## src/rtl/multicycle_sequencer.sv

```systemverilog
// Control sequencer for the multi-cycle 32-bit datapath.
// Walks each instruction through FETCH/DECODE/EXEC/MEM/WB, drives the per-stage
// enables and the memory handshakes, counts retired instructions and parks in
// HALT after an instruction whose stop bit was set.
//
// Handshake rule (both memories): the sequencer holds req high until it samples
// ready=1 on a rising edge while req is high; that edge completes the transfer.
// A ready seen while req is low has no effect.
module multicycle_sequencer #(
  parameter int COUNT_W = 16
) (
  input  logic               clk,
  input  logic               reset,
  input  logic               start,
  input  logic [1:0]         pcSrc,
  input  logic               mem_R,
  input  logic               mem_W,
  input  logic               regW,
  input  logic               stop,
  input  logic               imem_ready,
  input  logic               dmem_ready,
  output logic               imem_req,
  output logic               ir_write,
  output logic               reg_read_en,
  output logic               alu_en,
  output logic               dmem_req,
  output logic               dmem_we,
  output logic               reg_write_en,
  output logic               pc_write,
  output logic [1:0]         pc_sel,
  output logic               instr_retired,
  output logic [COUNT_W-1:0] retired_count,
  output logic               halted,
  output logic [2:0]         state
);

  typedef enum logic [2:0] {
    S_IDLE   = 3'd0,
    S_FETCH  = 3'd1,
    S_DECODE = 3'd2,
    S_EXEC   = 3'd3,
    S_MEM    = 3'd4,
    S_WB     = 3'd5,
    S_HALT   = 3'd6
  } state_t;

  state_t             cur_state;
  state_t             nxt_state;
  logic [1:0]         pc_src_q;
  logic               mem_r_q;
  logic               mem_w_q;
  logic               reg_w_q;
  logic               stop_q;
  logic               retire;
  logic [1:0]         retire_sel;
  logic [COUNT_W-1:0] count_q;

  assign state         = cur_state;
  assign retired_count = count_q;

  // State register, class latch on leaving DECODE, saturating retire counter.
  always_ff @(posedge clk) begin
    if (reset) begin
      cur_state <= S_IDLE;
      pc_src_q  <= 2'b00;
      mem_r_q   <= 1'b0;
      mem_w_q   <= 1'b0;
      reg_w_q   <= 1'b0;
      stop_q    <= 1'b0;
      count_q   <= '0;
    end else begin
      cur_state <= nxt_state;
      if (cur_state == S_DECODE) begin
        pc_src_q <= pcSrc;
        mem_r_q  <= mem_R;
        mem_w_q  <= mem_W;
        reg_w_q  <= regW;
        stop_q   <= stop;
      end
      if (retire && (count_q != {COUNT_W{1'b1}})) begin
        count_q <= count_q + 1'b1;
      end
    end
  end

  // Next-state selection and stage enables; retire may happen in EXEC, MEM or WB.
  always_comb begin
    nxt_state    = cur_state;
    imem_req     = 1'b0;
    ir_write     = 1'b0;
    reg_read_en  = 1'b0;
    alu_en       = 1'b0;
    dmem_req     = 1'b0;
    dmem_we      = 1'b0;
    reg_write_en = 1'b0;
    halted       = 1'b0;
    retire       = 1'b0;
    retire_sel   = 2'b00;
    case (cur_state)
      S_IDLE: begin
        if (start) nxt_state = S_FETCH;
      end
      S_FETCH: begin
        imem_req = 1'b1;
        ir_write = imem_ready;
        if (imem_ready) nxt_state = S_DECODE;
      end
      S_DECODE: begin
        reg_read_en = 1'b1;
        nxt_state   = S_EXEC;
      end
      S_EXEC: begin
        alu_en = 1'b1;
        if (pc_src_q != 2'b00) begin
          retire     = 1'b1;
          retire_sel = pc_src_q;
        end else if (mem_r_q || mem_w_q) begin
          nxt_state = S_MEM;
        end else if (reg_w_q) begin
          nxt_state = S_WB;
        end else begin
          retire = 1'b1;
        end
      end
      S_MEM: begin
        dmem_req = 1'b1;
        dmem_we  = mem_w_q;
        if (dmem_ready) begin
          // A load that is also flagged as a store behaves as a store: no WB.
          if (mem_r_q && !mem_w_q && reg_w_q) nxt_state = S_WB;
          else                                retire    = 1'b1;
        end
      end
      S_WB: begin
        reg_write_en = 1'b1;
        retire       = 1'b1;
      end
      S_HALT: begin
        halted = 1'b1;
      end
      default: begin
        nxt_state = S_IDLE;
      end
    endcase
    if (retire) nxt_state = stop_q ? S_HALT : S_FETCH;
  end

  assign pc_write      = retire;
  assign instr_retired = retire;
  assign pc_sel        = retire_sel;

endmodule

```

## config.mk

```make
export PLATFORM = sky130hd
export DESIGN_NAME = multicycle_sequencer
export DESIGN_NICKNAME = d
export VERILOG_FILES = /design/src/rtl/multicycle_sequencer.sv
export SDC_FILE = /design/constraint.sdc
export NUM_CORES = 1
export LEC_CHECK = 0
export BUFFER_PORTS_ARGS = -buffer_cell sky130_fd_sc_hd__buf_4
export CAP_MARGIN = 25
export CELL_PAD_IN_SITES_DETAIL_PLACEMENT = 2
export CELL_PAD_IN_SITES_GLOBAL_PLACEMENT = 2
export CORE_ASPECT_RATIO = 0.8
export CORE_MARGIN = 2
export CORE_UTILIZATION = 29
export DETAILED_ROUTE_END_ITERATION = 12
export GPL_ROUTABILITY_DRIVEN = 0
export GPL_TIMING_DRIVEN = 0
export PLACE_DENSITY_LB_ADDON = 0.1
export REMOVE_ABC_BUFFERS = 1
export SYNTH_ARGS = -nofsm -noshare
export SYNTH_HDL_FRONTEND = slang
export SYNTH_SLANG_ARGS = --single-unit
```

## constraint.sdc

```tcl
create_clock -name clk -period 3.7 [get_ports clk]
set_clock_uncertainty 0.1 [all_clocks]
set_input_delay 0.555 -clock clk [delete_from_list [all_inputs] [get_ports clk]]
set_output_delay 0.555 -clock clk [all_outputs]
set_load 0.03 [all_outputs]
```

==> results.md <==
- Max Freq: slightly below 400 MHz
- Setup repair bufs after CTS: 0
- Maximum number of pins on one net before global-route repair: 30
- Port Buffer Count: 41
- Total power density per cell area: ~350 nW/um^2
- Average routed wire per standard cell: between 15 and 20 um
- Clk slew on worst S/H paths: approximately 0.090 ns
- Relative slew slack: 0.455
- Slowest CP cell: dfxtp_1
- Critical Path Max Stage Delay: 0.35 ns
- Total of hold buffers inserted after clock tree synthesis: 0
- Area share of the largest cell type after synthesis: 0.384
- Die Area: between 5000 and 6000 sq um
- H-Tree Depth: 1
- Final setup violation count: 0
- Half-perimeter wire length after placement: between 2000 and 3000 um
- Standard-cell row count: 21
- Number of placed I/O pins: between 40 and 50
- Number of instances in the placed design: between 200 and 300
- Cell variety after synth: 35
- Element type at the critical path start: flop
- CTS Root Cell: clkbuf_8
- Via count of the first global-routing pass: about 1,300
- Data required time at the worst endpoint: roughly 3 ns
- Synth Warn #: 0
- Dominant register cell in the synthesized netlist: dfxtp_1
- TritonCTS clock tree: done
- Post-Syn Area: 1300 sq um
- Met2 wire length: around 1700 um
- Number of flops mapped to enable cells by yosys: 0
- Data arrival time of the critical path: 1.91 ns
- Min-delay worst type: input pin to flop
- First-pass GRT wire length: roughly 6700 um
- Time the final worst path needs with I/O delays and setup: 2.56 ns
- Multi-input gate area: 726 sq um
- Fillcell total: between 500 and 600
- Drt total wl: a little under 4000 um
- Run status: finished, final reports clean
- Die Height: 64.0 um
- Category of the most critical setup path: flop to output pin
- Crit-path max FO: 27
- Flip-flop and latch count after synthesis: 25
- Net total in the final layout: around 210
- Average cell area after synthesis: 7.90 sq um
- Area added between synthesis and finish: 28.3%
- Actual transition at the worst max-transition pin: 0.814 ns
- Number of pins exceeding their max-slew limit in the final report: 0
- Routed length on met3: 128 um
- Setup repair after global routing missed its margin: false
- Deepest clock path buffer count: 2
- Inserted Diodes: 0
- Clock sink total: 25
- Later-pin clock latency in the skew report: roughly 0.27 ns
- Register Area: around 500 sq um
- Library cell with the largest summed area after synthesis: dfxtp_1
- Leading post-synthesis cells by cell area: dfxtp_1 (38%), nor2_1 (5.5%), a21oi_1 (5.4%)
- Uppermost routed layer: met4
- Router iterations before antenna repair: 4
- Maximum vdd drop: approximately 0.00013 V
- Die W: between 70 and 80 um
- Static Leakage: between 0.6 and 0.7 nW
- Initial Util: 0.306
- Resize count post-CTS: 0
- Critical Path End Type: output pin
- Global router's overall resource usage: 0.165
- Number of violations of the max-capacitance limit: 0
- Final count of hold timing violations: 0
- Share of the clock period used by the worst path: 0.692
- Number of standard cells in the final layout excluding fillers: 258
- Synthesized instance count: 165
- Area of the core region: roughly 4300 sq um
- Critical-path cell list: nand3b_1 -> a21oi_1 -> o22a_4 -> clkinv_1 -> buf_4
- Setup TNS after final layout: 0 ns
- Share of async-settable or async-resettable flops after synthesis: 0
- Number of buffers created by CTS: 3
- Share of post-route cells with drive strength above 1: 0.234
- Count of antenna-violating nets left after detailed routing: 0
- Total overflow reported by the global router: 0
- Antenna violations before repair: 0
- Met1 layer wirelength in the final routing: 2030 um
- First DRT Iteration DRCs: 50
- Sequential share of the synthesized area: 0.384
- Total number of vias: approximately 1,300
- Average vias per placed instance: between 5 and 6
- Residual DRC count: 0
-- worst paths after layout --
check	from	endpoint	slack, ns	depth (start not counted)
worst max-delay path	mem_w_q$_SDFFE_PP0P_	instr_retired	1.14	5
worst min-delay path	stop	stop_q$_SDFFE_PP0P_	0.42	3
worst max register to register	retired_count[0]$_SDFFE_PP0P_	retired_count[8]$_SDFFE_PP0P_	1.39	5
worst min register to register	retired_count[7]$_SDFFE_PP0P_	retired_count[7]$_SDFFE_PP0P_	0.43	2
-- cells in the mapped netlist, types with 5 or more instances --
cell type  instances
and3_1             5
a21oi_1           14
nand3_1            8
nand4_1           10
dfxtp_1           25
or3_1             11
inv_1              5
nand2_1            9
nor2_1            19
o21ai_0           14
mux2i_1            6
-- critical path: cells and delay by family (launching register included) --
| family | cells | cell delay (ns) |
|---|---|---|
| flip-flops | 1 | 0.35 |
| AND/OR/NAND/NOR | 1 | 0.19 |
| AO/OA/AOI/OAI | 2 | 0.51 |
| buffers and inverters | 2 | 0.58 |
-- per-stage QoR --
stage / util / total power [mW] / cell area [sq um] / hold WS, ns / setup WS (ns)
after floorplan: - / 0.375 / 1250 / 0.365 / 1.14
after global placement: 0.382 / 0.425 / 1630 / 0.386 / 1.32
after detailed placement: 0.382 / 0.429 / 1630 / 0.418 / 1.31
after CTS: 0.393 / 0.601 / 1670 / 0.413 / 1.11
after global routing: 0.393 / 0.625 / 1670 / 0.424 / 0.955
final: 0.393 / 0.588 / 1670 / 0.419 / 1.14
-- cells by family (layout without fill, tap and decap cells) --
family / after synthesis / after routing / synth area share
muxes: 7 / 7 / 0.0547
AOI/OAI and AO/OA: 37 / 37 / 0.163
buffers and inverters: 15 / 51 / 0.0595
adders and majority gates: 1 / 1 / 0.00960
and+or+nand+nor: 80 / 80 / 0.329
DFF: 25 / 25 / 0.384
-- placed cells by master, fill, tap and decap left out, drive strengths merged, types with 2 or more instances in the layout --
cell type / n
dfxtp: 25
a31oi: 2
and3: 5
buf: 41
mux2i: 6
nand3: 8
nor3: 3
nand2: 10
or3: 11
inv: 5
nand4b: 2
nand2b: 3
nor2: 19
and2: 4
o21ai: 16
clkbuf: 4
nand4: 10
a21oi: 14
-- layout make-up --
cell class,count,area share
multi-input cells,125,0.434
flip-flops and latches,25,0.299
repair buffers,41,0.184
well taps,57,0.0426
clock buffers,4,0.0269
inverters,6,0.0135
-- routing by layer --
layer  GRT usage  up-vias
met5           0        -
met4      0.0259        0
met3      0.0367        2
met2       0.243       21
met1       0.250      635
li1            -      670
-- sequential cells by signal (all words and copies together) (netlist names) --
register / flops
mem_r_q: 1
mem_w_q: 1
pc_src_q: 2
reg_w_q: 1
retired_count: 16
state: 3
stop_q: 1
-- power by group --
group          internal, mW  switching [mW]  leakage [nW]
Combinational        0.0469          0.0784         0.422
Sequential            0.279          0.0163         0.202
Clock                0.0771          0.0901        0.0228
(Power assumes the default switching activity.)
